$ cat src/rtl/dcnn_pkg.sv
// dcnn_pkg: shared row-stream widths, receiver state encoding and width helper.
package dcnn_pkg;
  localparam int ROW_W_DEF = 480;
  localparam int WORD_W_DEF = 16;
  typedef enum logic [1:0] {IDLE, RECV, WRITE, DONE} rr_state_t;
  function automatic int clog2(input int v);
    int r;
    r = 0;
    while ((1 << r) < v) r++;
    return (r < 1) ? 1 : r;
  endfunction
endpackage

$ cat src/rtl/row_assembler.sv
// row_assembler: shifts words into a row register (first word ends up on top) and counts words.
module row_assembler import dcnn_pkg::*; #(
  parameter int WORD_W = WORD_W_DEF,
  parameter int ROW_W = ROW_W_DEF
) (
  input  logic              clk,
  input  logic              rst,
  input  logic              shift,
  input  logic              clr,
  input  logic [WORD_W-1:0] data,
  output logic [ROW_W-1:0]  row,
  output logic              last_word
);
  localparam int WPR = ROW_W / WORD_W;
  localparam int CW = clog2(WPR);
  localparam logic [CW-1:0] LAST = CW'(WPR - 1);
  logic [CW-1:0] cnt;
  always_ff @(posedge clk) begin
    if (rst) begin
      row <= '0;
      cnt <= '0;
    end else if (clr) begin
      cnt <= '0;
    end else if (shift) begin
      row <= (row << WORD_W) | ROW_W'(data);
      cnt <= cnt + 1'b1;
    end
  end
  assign last_word = cnt == LAST;
endmodule

$ cat src/rtl/row_receiver.sv
// row_receiver: reassembles streamed words into image rows and writes them to the row buffer.
// Optional even-parity checking with sticky err when ROW_PARITY_EN is defined.
module row_receiver import dcnn_pkg::*; #(
  parameter int ROW_W = ROW_W_DEF,
  parameter int WORD_W = WORD_W_DEF,
  parameter int IMG_ROWS = 30
) (
  input  logic                        clk,
  input  logic                        rst,
  input  logic                        start,
  input  logic                        in_valid,
  input  logic [WORD_W-1:0]           in_data,
`ifdef ROW_PARITY_EN
  input  logic                        in_parity,
  output logic                        err,
`endif
  output logic                        in_ready,
  output logic                        row_we,
  output logic [clog2(IMG_ROWS)-1:0]  row_addr,
  output logic [ROW_W-1:0]            row_data,
  output logic                        done,
  output logic                        stop
);
  localparam int AW = clog2(IMG_ROWS);
  localparam logic [AW-1:0] LAST_ROW = AW'(IMG_ROWS - 1);
  rr_state_t state, state_n;
  logic [AW-1:0] row_cnt;
  logic arm, shift, clr, last_word, done_q, more_rows;
  row_assembler #(.WORD_W(WORD_W), .ROW_W(ROW_W)) u_asm (
    .clk(clk),
    .rst(rst),
    .shift(shift),
    .clr(clr),
    .data(in_data),
    .row(row_data),
    .last_word(last_word)
  );
  always_ff @(posedge clk) state <= rst ? IDLE : state_n;
  always_comb begin
    arm = start && (state == IDLE || state == DONE);
    shift = state == RECV && in_valid;
    more_rows = row_cnt != LAST_ROW;
    clr = arm || (state == WRITE && more_rows);
    state_n = arm ? RECV :
              (shift && last_word) ? WRITE :
              state == WRITE ? (more_rows ? RECV : DONE) : state;
  end
  always_ff @(posedge clk) begin
    if (rst) begin
      row_cnt <= '0;
      done_q <= 1'b0;
    end else begin
      done_q <= state == WRITE && !more_rows;
      row_cnt <= arm ? '0 : (state == WRITE && more_rows) ? row_cnt + 1'b1 : row_cnt;
    end
  end
`ifdef ROW_PARITY_EN
  always_ff @(posedge clk) begin
    if (rst || arm) err <= 1'b0;
    else if (shift && ^{in_data, in_parity}) err <= 1'b1;
  end
`endif
  assign in_ready = state == RECV;
  assign row_we = state == WRITE;
  assign row_addr = row_cnt;
  assign done = done_q;
  assign stop = state == DONE;
endmodule

$ cat config.mk
export PLATFORM = sky130hd
export DESIGN_NAME = row_receiver
export DESIGN_NICKNAME = d
export VERILOG_FILES = /design/src/rtl/dcnn_pkg.sv /design/src/rtl/row_assembler.sv /design/src/rtl/row_receiver.sv
export SDC_FILE = /design/constraint.sdc
export NUM_CORES = 1
export LEC_CHECK = 0
export CAP_MARGIN = 30
export CORE_MARGIN = 2
export CORE_UTILIZATION = 45
export DETAILED_ROUTE_END_ITERATION = 6
export GPL_ROUTABILITY_DRIVEN = 0
export PLACE_DENSITY = 0.74
export SLEW_MARGIN = 20
export SYNTH_ARGS = -nofsm -noshare
export SYNTH_HDL_FRONTEND = slang
export SYNTH_SLANG_ARGS = --single-unit
$ cat constraint.sdc
create_clock -name clk -period 3 [get_ports clk]
set_clock_uncertainty 0.15 [all_clocks]
set_input_delay 0.75 -clock clk [delete_from_list [all_inputs] [get_ports clk]]
set_output_delay 0.75 -clock clk [all_outputs]
set_load 0.02 [all_outputs]
==> results of run 1 <==
-- layout make-up --
| class | instances | area, sq um | share of cell area (%) |
|---|---|---|---|
| clock buffer | 72 | 1470 | 5.61 |
| multi-input combinational | 1032 | 8310 | 31.8 |
| timing repair buffer | 545 | 5630 | 21.5 |
| sequential | 493 | 9870 | 37.7 |
| clock inverter | 16 | 185 | 0.708 |
| tap | 532 | 666 | 2.54 |
| inverter | 7 | 26.3 | 0.100 |
-- cells in the final DEF, fill, tap and decap left out, types with 2 or more instances in the layout --
cell type        count
nor3_1               4
nand4_1              2
nand2b_1           496
xor2_1               2
nor2_1               3
clkbuf_1            12
a21oi_1              8
nand2_1              6
dfxtp_1            493
buf_4               16
or3_1                3
o21ai_0              4
inv_1                7
buf_12              21
ha_1                 6
clkdlybuf4s50_1    507
clkbuf_16           53
nand3_1              4
clkbuf_8             7
clkinv_2            10
clkinvlp_4           2
mux2i_1            480
a311oi_1             2
bufinv_16            4
-- worst paths after layout --
check              endpoint  slack [ns]  cells past startpoint
max reg2reg   u_asm.row[41]        0.53                      6
max                  row_we        0.14                      3
min reg2reg  u_asm.row[469]        0.32                      2
min          u_asm.row[469]        0.32                      2
-- critical path, delay by kind of cell (launching register included) --
kind | cells | cell delay [ns]
buffers and inverters | 2 | 0.74
adder cells (fa/ha/maj) | 1 | 0.32
flip-flops | 1 | 0.34
-- sequential cells by signal, indices dropped and copies added (netlist names) --
register / count
u_asm.row: 480
row_addr: 5
u_asm.cnt: 5
state: 2
done: 1
-- metrics by stage --
| step | hold WS, ns | cells | utilization [%] |
|---|---|---|---|
| after global routing | 0.342 | 2697 | 63.9 |
| after floorplan | 0.308 | 1642 | - |
| after global placement | 0.310 | 2609 | 59.9 |
| after CTS | 0.325 | 2697 | 63.9 |
| after detailed placement | 0.315 | 2609 | 59.9 |
| final | 0.323 | 2697 | 63.9 |
-- routing by layer --
layer  global-route usage, %  vias to the layer above
met1                    29.1                     6354
met2                    41.4                      353
met5                       0                        -
met3                    6.14                       83
li1                        -                     6543
met4                    8.61                        0
-- power by group --
part | leakage, nW | switching [W] | internal (W)
clock network | 0.814 | 0.00257 | 0.00373
logic | 4.11 | 0.000274 | 0.000306
registers | 3.97 | 0.00000765 | 0.00656
-- logic make-up (layout without fill, tap and decap cells) --
kind of cell / Yosys count / in the layout / synth area share, %
flops: 493 / 493 / 52.8
simple gates: 520 / 520 / 17.2
compound gates: 23 / 23 / 0.844
fa+ha+maj: 7 / 7 / 0.469
mux: 480 / 480 / 25.7
xor+xnor: 2 / 2 / 0.0937
buf+inv: 117 / 640 / 2.84
==> out/metrics.json, run 1 <==
{
  "run_status": {
    "run_status": "finished, final reports clean"
  },
  "power_and_ir_drop": {
    "cellLeakagePower_nw": 8.89,
    "pwr_density_cell_nw_per_um2": 514,
    "ir_drop_uv": 464,
    "power_w": 0.0134
  },
  "critical_path": {
    "crit_path_end_kind": "output port",
    "critPathRequiredTime_ns": 2.10,
    "worst-setup-path-type": "reg -> out",
    "startpoint_type": "flip-flop",
    "worstPathMaxFanout": 10,
    "critPathMaxStageDelay_ns": 0.67,
    "crit_arrival_ns": 1.96,
    "cpMaxStageDelayCell": "clkdlybuf4s50_1",
    "regToRegStartpoint": "row_addr[0]",
    "crit_chain": "inv_1 -> ha_2 -> clkdlybuf4s50_1",
    "startpoint": "state[0]"
  },
  "detailed_routing": {
    "route.final.wire_length_microns": 54000,
    "wirelength_met1_microns": 22700,
    "post-route-drc-count": 0,
    "dr.max_layer_used": "met4",
    "drt-vias-per-instance": 4.94,
    "post_drt_wl_per_cell_microns": 20.0,
    "drt-pass1-iter-count": 4,
    "dr_total_vias": 13300,
    "drtIter0Drc": 752,
    "met2_routed_wirelength_microns": 26300,
    "met3_length_microns": 3250,
    "route.antenna.remaining_nets": 0
  },
  "cts": {
    "clockBufferDepth": 3,
    "holdBufCountCts": 0,
    "post_cts_resized": 1,
    "cts_tree": "done",
    "clk_root_buffer_cell": "clkbuf_16",
    "cts_max_level": 2,
    "clkSinkCount": 493,
    "clk-insertion-delay-late_ns": 0.57,
    "worst_setup_hold_path_clk_slew_ns": 0.06,
    "post-cts-setup-buffers": 0,
    "cts_made_buffers": 51
  },
  "timing": {
    "final-setup-viol-count": 0,
    "max_slew.worst_pin.slew_ns": 0.639,
    "slew-limit-headroom_pct": 57.0,
    "fin_ws_ns": 0.135,
    "timing.final.hold_violations": 0,
    "fin_crit_ns": 2.86,
    "max_clock_freq_mhz": 349,
    "slew_violations": 0,
    "final.period_utilization_pct": 95.5,
    "final_setup_tns_ns": 0,
    "grt_setup_unrepaired": "false"
  },
  "floorplanning": {
    "floorplan.initialDensity_pct": 45.7,
    "ios": 509,
    "core_region_area_sq_um": 40900,
    "num_rows": 74,
    "floorplan_die_area_sq_um": 43200,
    "fp.dieH_microns": 208,
    "die_width_microns": 208
  },
  "flow_run": {
    "drv.max_cap_violation_count": 0
  },
  "synthesis": {
    "synth_fp_nets": 1669,
    "asyncSetResetFlopFracSynth_pct": 0,
    "synth.yosys.seq_area_share_pct": 52.8,
    "synth.most_common_cell": "nand2b_1",
    "synth_warnings": 0,
    "synth_enable_flop_cells": 0,
    "synth_largest_type_area_fraction_pct": 52.8,
    "synth_common_cells": "nand2b_1, dfxtp_1, mux2i_1",
    "synth_area_leaders": "dfxtp_1, mux2i_1, nand2b_1",
    "netlist.top_cell.by_area": "dfxtp_1",
    "postSynth.topFlopCell": "dfxtp_1",
    "synthDistinctLibCells": 29,
    "synth_area_per_cell_sq_um": 11.4,
    "ys_ff_latch": 493,
    "syn_area_sq_um": 18700,
    "postSynthCellCount": 1642
  },
  "worst_hold_path": {
    "hp-class": "reg -> reg",
    "hold_path_startpoint": "u_asm.row[469]"
  },
  "finish": {
    "n_antenna_cell": 0,
    "area_added_between_synthesis_and_finish_pct": 39.9,
    "final_layout_size_suffix_gt1_share_pct": 5.40,
    "final_nets": 2157,
    "final_instance_area_sq_um": 26200,
    "final.fill_count": 3289
  },
  "placed_design": {
    "dpl-instance-area_sq_um": 24500,
    "place_ws_ns": 0.153,
    "final_hpwl_from_detailed_placement_microns": 40300,
    "io_buffer_count": 508
  },
  "grt": {
    "grt_remaining_overflow": 0,
    "grt.total_usage_pct": 24.1,
    "first_global_vias": 13700,
    "grt_max_degree": 129,
    "grt_pass1_wl_microns": 81400,
    "grt_antenna_before_repair": 0
  }
}
(Power assumes the default switching activity.)
==> run 2: changes to the inputs <==
--- a/config.mk
+++ b/config.mk
@@ -6,7 +6,7 @@
 export NUM_CORES = 1
 export LEC_CHECK = 0
 export CAP_MARGIN = 30
-export CORE_MARGIN = 2
+export CORE_MARGIN = 3
 export CORE_UTILIZATION = 45
 export DETAILED_ROUTE_END_ITERATION = 6
 export GPL_ROUTABILITY_DRIVEN = 0
==> out/metrics.json, run 2 (synthesized netlist as in run 1, its figures left out) <==
{
  "run_status": {
    "run_status": "finished, final reports clean"
  },
  "timing": {
    "final.period_utilization": {"value": 95.7, "unit": "%", "change": "+0.17 points"},
    "fin_crit": {"value": 2.87, "unit": "ns", "change": "+0.00505 ns"},
    "timing.final.hold_violations": {"value": 0, "change": "unchanged"},
    "final_setup_tns": {"value": 0, "unit": "ns", "change": "unchanged"},
    "max_clock_freq": {"value": 348, "unit": "MHz", "change": "-0.18%"},
    "final-setup-viol-count": {"value": 0, "change": "unchanged"},
    "grt_setup_unrepaired": "false",
    "slew_violations": {"value": 0, "change": "unchanged"},
    "slew-limit-headroom": {"value": 61.9, "unit": "%", "change": "+5.0 points"},
    "max_slew.worst_pin.slew": {"value": 0.565, "unit": "ns", "change": "-0.0737 ns"}
  },
  "cts": {
    "clockBufferDepth": {"value": 3, "change": "unchanged"},
    "cts_tree": "done",
    "post-cts-setup-buffers": {"value": 0, "change": "unchanged"},
    "cts_max_level": {"value": 2, "change": "unchanged"},
    "worst_setup_hold_path_clk_slew": {"value": 0.06, "unit": "ns", "change": "about the same"},
    "clkSinkCount": {"value": 493, "change": "unchanged"},
    "clk-insertion-delay-late": {"value": 0.57, "unit": "ns", "change": "about the same"},
    "cts_made_buffers": {"value": 52, "change": "+2.0%"},
    "clk_root_buffer_cell": "clkbuf_16"
  },
  "finish": {
    "layout_commonest_cell": "clkdlybuf4s50_1",
    "flip_flop_count_of_the_largest_register_all_copies_and_words_added": {"value": 480, "change": "unchanged"},
    "final_instance_area": {"value": 26100, "unit": "sq um", "change": "-0.22%"},
    "register_containing_the_most_flip_flops_in_the_final_layout": "u_asm.row",
    "n_antenna_cell": {"value": 0, "change": "unchanged"},
    "mostFrequentLayoutCells": "clkdlybuf4s50_1, nand2b_1, dfxtp_1",
    "final.fill_count": {"value": 3266, "change": "-0.70%"},
    "final_nets": {"value": 2155, "change": "-0.093%"},
    "final_layout_size_suffix_gt1_share": {"value": 5.41, "unit": "%", "change": "about the same"},
    "area_added_between_synthesis_and_finish_pct": 39.6,
    "final_cells": {"value": 2695, "change": "-0.074%"}
  },
  "critical_path": {
    "regToRegStartpoint": "row_addr[0]",
    "startpoint_type": "flip-flop",
    "worstPathMaxFanout": {"value": 6, "change": "-4"},
    "critPathMaxStageDelay": {"value": 0.68, "unit": "ns", "change": "about the same"},
    "critPathRequiredTime": {"value": 2.10, "unit": "ns", "change": "about the same"},
    "crit_arrival": {"value": 1.97, "unit": "ns", "change": "about the same"},
    "crit_chain": "ha_1 -> clkdlybuf4s50_1",
    "timing.reg2reg.worst_path_depth": {"value": 6, "change": "unchanged"},
    "worst-setup-path-type": "reg -> out",
    "crit_path_end_kind": "output port",
    "rrSetupSlack": {"value": 0.55, "unit": "ns", "change": "+0.02 ns"},
    "cpMaxStageDelayCell": "clkdlybuf4s50_1",
    "worst_r2r_endpoint": "u_asm.row[129]"
  },
  "placed_design": {
    "dpl-instance-area": {"value": 24400, "unit": "sq um", "change": "-0.40%"},
    "io_buffer_count": {"value": 508, "change": "unchanged"},
    "final_hpwl_from_detailed_placement": {"value": 40700, "unit": "microns", "change": "+0.77%"},
    "dp.cells": {"value": 2606, "change": "-0.11%"}
  },
  "floorplanning": {
    "die_width": {"value": 210, "unit": "microns", "change": "+0.96%"},
    "ios": {"value": 509, "change": "unchanged"},
    "num_rows": {"value": 74, "change": "unchanged"},
    "fp.dieH": {"value": 210, "unit": "microns", "change": "+0.96%"},
    "floorplan.initialDensity": {"value": 45.7, "unit": "%", "change": "unchanged"},
    "floorplan_die_area": {"value": 44000, "unit": "sq um", "change": "+1.9%"},
    "core_region_area": {"value": 40900, "unit": "sq um", "change": "unchanged"}
  },
  "power_and_ir_drop": {
    "pwr_density_cell": {"value": 518, "unit": "nW/um^2", "change": "+0.81%"},
    "cellLeakagePower": {"value": 8.88, "unit": "nW", "change": "-0.11%"},
    "ir_drop": {"value": 374, "unit": "uV", "change": "-19%"},
    "power": {"value": 0.0135, "unit": "W", "change": "+0.59%"}
  },
  "grt": {
    "grt_max_degree": {"value": 105, "change": "-19%"},
    "grt_antenna_before_repair": {"value": 0, "change": "unchanged"},
    "first_global_vias": {"value": 13700, "change": "+0.28%"},
    "grt_pass1_wl": {"value": 82000, "unit": "microns", "change": "+0.77%"},
    "grt_remaining_overflow": {"value": 0, "change": "unchanged"},
    "grt.total_usage": {"value": 23.9, "unit": "%", "change": "-0.21 points"}
  },
  "detailed_routing": {
    "dr_total_vias": {"value": 13300, "change": "-0.30%"},
    "route.final.wire_length": {"value": 54500, "unit": "microns", "change": "+0.92%"},
    "drt-vias-per-instance": {"value": 4.93, "change": "-0.23%"},
    "drtIter0Drc": {"value": 732, "change": "-2.7%"},
    "route.antenna.remaining_nets": {"value": 0, "change": "unchanged"},
    "drt-pass1-iter-count": {"value": 4, "change": "unchanged"},
    "post_drt_wl_per_cell": {"value": 20.2, "unit": "microns", "change": "+0.99%"},
    "post-route-drc-count": {"value": 0, "change": "unchanged"}
  },
  "worst_hold_path": {
    "hp-class": "reg -> reg",
    "whs_endpoint": "u_asm.row[478]",
    "hold-path-cell-count": {"value": 2, "change": "unchanged"},
    "hold_path_startpoint": "u_asm.row[478]"
  },
  "flow_run": {
    "drv.max_cap_violation_count": {"value": 0, "change": "unchanged"}
  }
}
run 2: cell types whose count changed in the layout (fill, tap and decap cells not counted):
| cell | change |
|---|---|
| clkbuf_8 | +4 |
| clkinvlp_4 | -1 |
| buf_12 | -6 |
| clkbuf_1 | -2 |
| buf_4 | +3 |
run 2: layout make-up:
| cell class | instances | area, sq um | share of cell area [%] |
|---|---|---|---|
| Sequential cell | 493 | 9870 | 37.8 |
| Tap cell | 532 | 666 | 2.55 |
| Inverter | 7 | 26.3 | 0.101 |
| Clock inverter | 15 | 178 | 0.681 |
| Timing Repair Buffer | 542 | 5530 | 21.2 |
| Multi-Input combinational cell | 1032 | 8310 | 31.8 |
| Clock buffer | 74 | 1520 | 5.81 |
run 2: routing by layer:
metal / vias up / wire [microns] / GRT usage, %
li1: 6503 / - / -
met1: 6337 / 22800 / 29.2
met2: 374 / 26100 / 40.3
met3: 79 / 3690 / 6.55
met4: 0 / 1890 / 8.80
met5: - / 0 / 0
run 2: worst max path at each step:
stage	start	end	slack, ns	cells past startpoint
after global routing	state[0]	row_we	0.05	3
after detailed placement	in_valid	u_asm.row[217]	0.18	6
final	state[0]	in_ready	0.13	2
after CTS	state[0]	in_ready	0.08	2
after floorplan	row_addr[0]	u_asm.row[275]	0.83	7
after global placement	in_valid	u_asm.row[95]	0.22	6
run 2: critical path: cells and delay by family (launching register included):
| kind | cells | cell delay, ns |
|---|---|---|
| buffers and inverters | 1 | 0.68 |
| adders and majority gates | 1 | 0.33 |
| DFF | 1 | 0.38 |
run 2: power by group:
group / total [W] / switching [W] / internal [W]
combinational: 0.000568 / 0.000274 / 0.000294
clock: 0.00639 / 0.00256 / 0.00383
sequential: 0.00656 / 0.00000735 / 0.00656
total: 0.0135 / 0.00285 / 0.0107
run 2: per-stage QoR:
stage / util (%) / hold WS [ns] / setup WS, ns
finish: 63.8 / 0.325 / 0.130
floorplan: - / 0.308 / 0.831
global route: 63.8 / 0.350 / 0.0522
global placement: 59.6 / 0.310 / 0.223
CTS: 63.8 / 0.331 / 0.0824
detailed placement: 59.6 / 0.318 / 0.181
run 2: what timing repair did:
item,CTS,global route
setup endpoints to repair,1,0
hold buffers,0,0
resized for setup,1,0
==> run 3: changes to the inputs <==
--- a/config.mk
+++ b/config.mk
@@ -7,10 +7,10 @@
 export LEC_CHECK = 0
 export CAP_MARGIN = 30
 export CORE_MARGIN = 3
-export CORE_UTILIZATION = 45
+export CORE_UTILIZATION = 40
 export DETAILED_ROUTE_END_ITERATION = 6
 export GPL_ROUTABILITY_DRIVEN = 0
-export PLACE_DENSITY = 0.74
+export PLACE_DENSITY = 0.67
 export SLEW_MARGIN = 20
 export SYNTH_ARGS = -nofsm -noshare
 export SYNTH_HDL_FRONTEND = slang
==> out/metrics.json, run 3 (synthesized netlist as in run 1, its figures left out) <==
{
  "run_status": {
    "run_status": "finished, final reports clean"
  },
  "timing": {
    "final_setup_tns": {"value": 0, "unit": "ns", "change": "unchanged"},
    "timing.final.hold_violations": {"value": 0, "change": "unchanged"},
    "final.period_utilization": {"value": 94.8, "unit": "%", "change": "-0.88 points"},
    "fin_crit": {"value": 2.84, "unit": "ns", "change": "-0.0263 ns"},
    "slew-limit-headroom": {"value": 61.1, "unit": "%", "change": "-0.87 points"},
    "slew_violations": {"value": 0, "change": "unchanged"},
    "max_slew.worst_pin.slew": {"value": 0.578, "unit": "ns", "change": "+0.0129 ns"},
    "max_clock_freq": {"value": 352, "unit": "MHz", "change": "+0.93%"},
    "grt_setup_unrepaired": "false",
    "final-setup-viol-count": {"value": 0, "change": "unchanged"}
  },
  "finish": {
    "final.fill_count": {"value": 3986, "change": "+22%"},
    "flip_flop_count_of_the_largest_register_all_copies_and_words_added": {"value": 480, "change": "unchanged"},
    "final_layout_size_suffix_gt1_share": {"value": 6.20, "unit": "%", "change": "+0.79 points"},
    "layout_commonest_cell": "clkdlybuf4s50_1",
    "n_antenna_cell": {"value": 0, "change": "unchanged"},
    "final_instance_area": {"value": 26400, "unit": "sq um", "change": "+1.2%"},
    "mostFrequentLayoutCells": "clkdlybuf4s50_1, nand2b_1, dfxtp_1",
    "register_containing_the_most_flip_flops_in_the_final_layout": "u_asm.row",
    "area_added_between_synthesis_and_finish_pct": 41.3,
    "finish.utilization": {"value": 57.7, "unit": "%", "change": "-6.1 points"},
    "final_nets": {"value": 2166, "change": "+0.51%"}
  },
  "grt": {
    "grt_antenna_before_repair": {"value": 0, "change": "unchanged"},
    "grt.total_usage": {"value": 21.6, "unit": "%", "change": "-2.3 points"},
    "grt_max_degree": {"value": 105, "change": "unchanged"},
    "first_global_vias": {"value": 13700, "change": "+0.066%"},
    "grt_remaining_overflow": {"value": 0, "change": "unchanged"},
    "grt_pass1_wl": {"value": 83600, "unit": "microns", "change": "+1.9%"}
  },
  "cts": {
    "cts_tree": "done",
    "clkSinkCount": {"value": 493, "change": "unchanged"},
    "clk_root_buffer_cell": "clkbuf_16",
    "clk-insertion-delay-late": {"value": 0.57, "unit": "ns", "change": "about the same"},
    "cts_made_buffers": {"value": 52, "change": "unchanged"},
    "clockBufferDepth": {"value": 3, "change": "unchanged"},
    "holdBufCountCts": {"value": 0, "change": "unchanged"},
    "cts_max_level": {"value": 2, "change": "unchanged"},
    "worst_setup_hold_path_clk_slew": {"value": 0.06, "unit": "ns", "change": "about the same"}
  },
  "detailed_routing": {
    "drt-vias-per-instance": {"value": 4.78, "change": "-3.1%"},
    "drtIter0Drc": {"value": 591, "change": "-19%"},
    "route.antenna.remaining_nets": {"value": 0, "change": "unchanged"},
    "route.final.wire_length": {"value": 55500, "unit": "microns", "change": "+2.0%"},
    "post_drt_wl_per_cell": {"value": 20.0, "unit": "microns", "change": "-1.1%"},
    "post-route-drc-count": {"value": 0, "change": "unchanged"},
    "drt-pass1-iter-count": {"value": 4, "change": "unchanged"},
    "dr_total_vias": {"value": 13300, "change": "-0.20%"}
  },
  "floorplanning": {
    "floorplan_die_area": {"value": 49400, "unit": "sq um", "change": "+12%"},
    "fp.dieH": {"value": 222, "unit": "microns", "change": "+5.9%"},
    "die_width": {"value": 222, "unit": "microns", "change": "+5.9%"},
    "num_rows": {"value": 78, "change": "+5.4%"},
    "core_region_area": {"value": 45800, "unit": "sq um", "change": "+12%"},
    "floorplan.initialDensity": {"value": 40.8, "unit": "%", "change": "-4.8 points"},
    "ios": {"value": 509, "change": "unchanged"}
  },
  "power_and_ir_drop": {
    "net-switching-power": {"value": 0.00289, "unit": "W", "change": "+1.5%"},
    "comb_power_share": {"value": 4.2, "unit": "%", "change": "about the same"},
    "cellLeakagePower": {"value": 9.02, "unit": "nW", "change": "+1.5%"},
    "ir_drop": {"value": 431, "unit": "uV", "change": "+15%"},
    "cell_internal_pwr": {"value": 0.0110, "unit": "W", "change": "+2.9%"},
    "netSwitchingFraction": {"value": 20.8, "unit": "%", "change": "-0.22 points"},
    "power.share.sequential": {"value": 47.3, "unit": "%", "change": "-1.2 points"},
    "power": {"value": 0.0139, "unit": "W", "change": "+2.6%"},
    "pwr_density_cell": {"value": 525, "unit": "nW/um^2", "change": "+1.3%"},
    "power.share.clock": {"value": 48.5, "unit": "%", "change": "+1.2 points"}
  },
  "critical_path": {
    "startpoint": "state[0]",
    "timing.reg2reg.worst_path_depth": {"value": 6, "change": "unchanged"},
    "critPathRequiredTime": {"value": 2.10, "unit": "ns", "change": "about the same"},
    "regToRegStartpoint": "row_addr[0]",
    "worst-setup-path-type": "reg -> out",
    "crit_path_end_kind": "output port",
    "rrSetupSlack": {"value": 0.55, "unit": "ns", "change": "about the same"},
    "worst_r2r_endpoint": "u_asm.row[391]",
    "worstPathMaxFanout": {"value": 10, "change": "+4"},
    "crit_arrival": {"value": 1.94, "unit": "ns", "change": "-0.03 ns"},
    "startpoint_type": "flip-flop"
  },
  "worst_hold_path": {
    "hold_path_startpoint": "u_asm.row[472]",
    "hp-class": "reg -> reg",
    "whs_endpoint": "u_asm.row[472]",
    "hold-path-cell-count": {"value": 2, "change": "unchanged"}
  },
  "flow_run": {
    "drv.max_cap_violation_count": {"value": 0, "change": "unchanged"}
  },
  "placed_design": {
    "final_hpwl_from_detailed_placement": {"value": 42000, "unit": "microns", "change": "+3.3%"},
    "io_buffer_count": {"value": 508, "change": "unchanged"},
    "dpl-instance-area": {"value": 24600, "unit": "sq um", "change": "+0.84%"}
  }
}
-- run 3: cell types whose count changed in the layout (fill, tap and decap cells not counted), sizes merged --
cell	change
clkinv	+1
clkinvlp	-1
buf	+11
clkbuf	+1
bufinv	+2
-- run 3: per-layer routing --
metal / wire length (microns) / track usage (%) / part of all wire, % / vias to the layer above
met5: 0 / 0 / 0 / -
met2: 26700 / 36.6 / 48 / 339
met4: 1850 / 7.91 / 3.3 / 0
met1: 23100 / 25.9 / 42 / 6300
met3: 3850 / 6.55 / 6.9 / 86
li1: - / - / - / 6542
-- run 3: layout make-up --
cell class,instances,area [sq um],share of cell area (%)
multi-input combinational,1032,8310,31.5
clock inverter,17,235,0.891
tap,600,751,2.84
clock buffer,75,1570,5.94
timing repair buffer,553,5650,21.4
inverter,7,26.3,0.0995
sequential,493,9870,37.4
-- run 3: critical path, stage by stage, from the launching register on --
cell and delay [ns]:
dfxtp_1 0.34, inv_1 0.07, ha_2 0.31, clkdlybuf4s50_1 0.65
-- run 3: worst max path at each step --
| stage | endpoint | slack (ns) |
|---|---|---|
| floorplan | u_asm.row[275] | 0.83 |
| global placement | u_asm.row[91] | 0.15 |
| detailed placement | u_asm.row[333] | 0.15 |
| CTS | row_we | 0.10 |
| global route | in_ready | 0.07 |
| finish | row_we | 0.16 |
-- run 3: metrics by stage --
stage | cells | setup WS [ns] | hold slack (ns)
floorplan | 1642 | 0.831 | 0.308
global placement | 2685 | 0.146 | 0.311
detailed placement | 2685 | 0.147 | 0.313
CTS | 2777 | 0.100 | 0.326
global route | 2777 | 0.0662 | 0.348
finish | 2777 | 0.157 | 0.326
-- run 3: power groups by stage --
stage	combinational, W	sequential [W]	clock [W]
after floorplan	0.000417	0.00672	0
after global placement	0.000586	0.00671	0
after detailed placement	0.000585	0.00671	0
after CTS	0.000587	0.00656	0.00686
after global routing	0.000614	0.00656	0.00712
final	0.000584	0.00656	0.00672
-- run 3: repair_timing --
action / CTS / global route
setup endpoints to repair: 1 / 0
resized for setup: 1 / 0
buffers inserted: 0 / 0
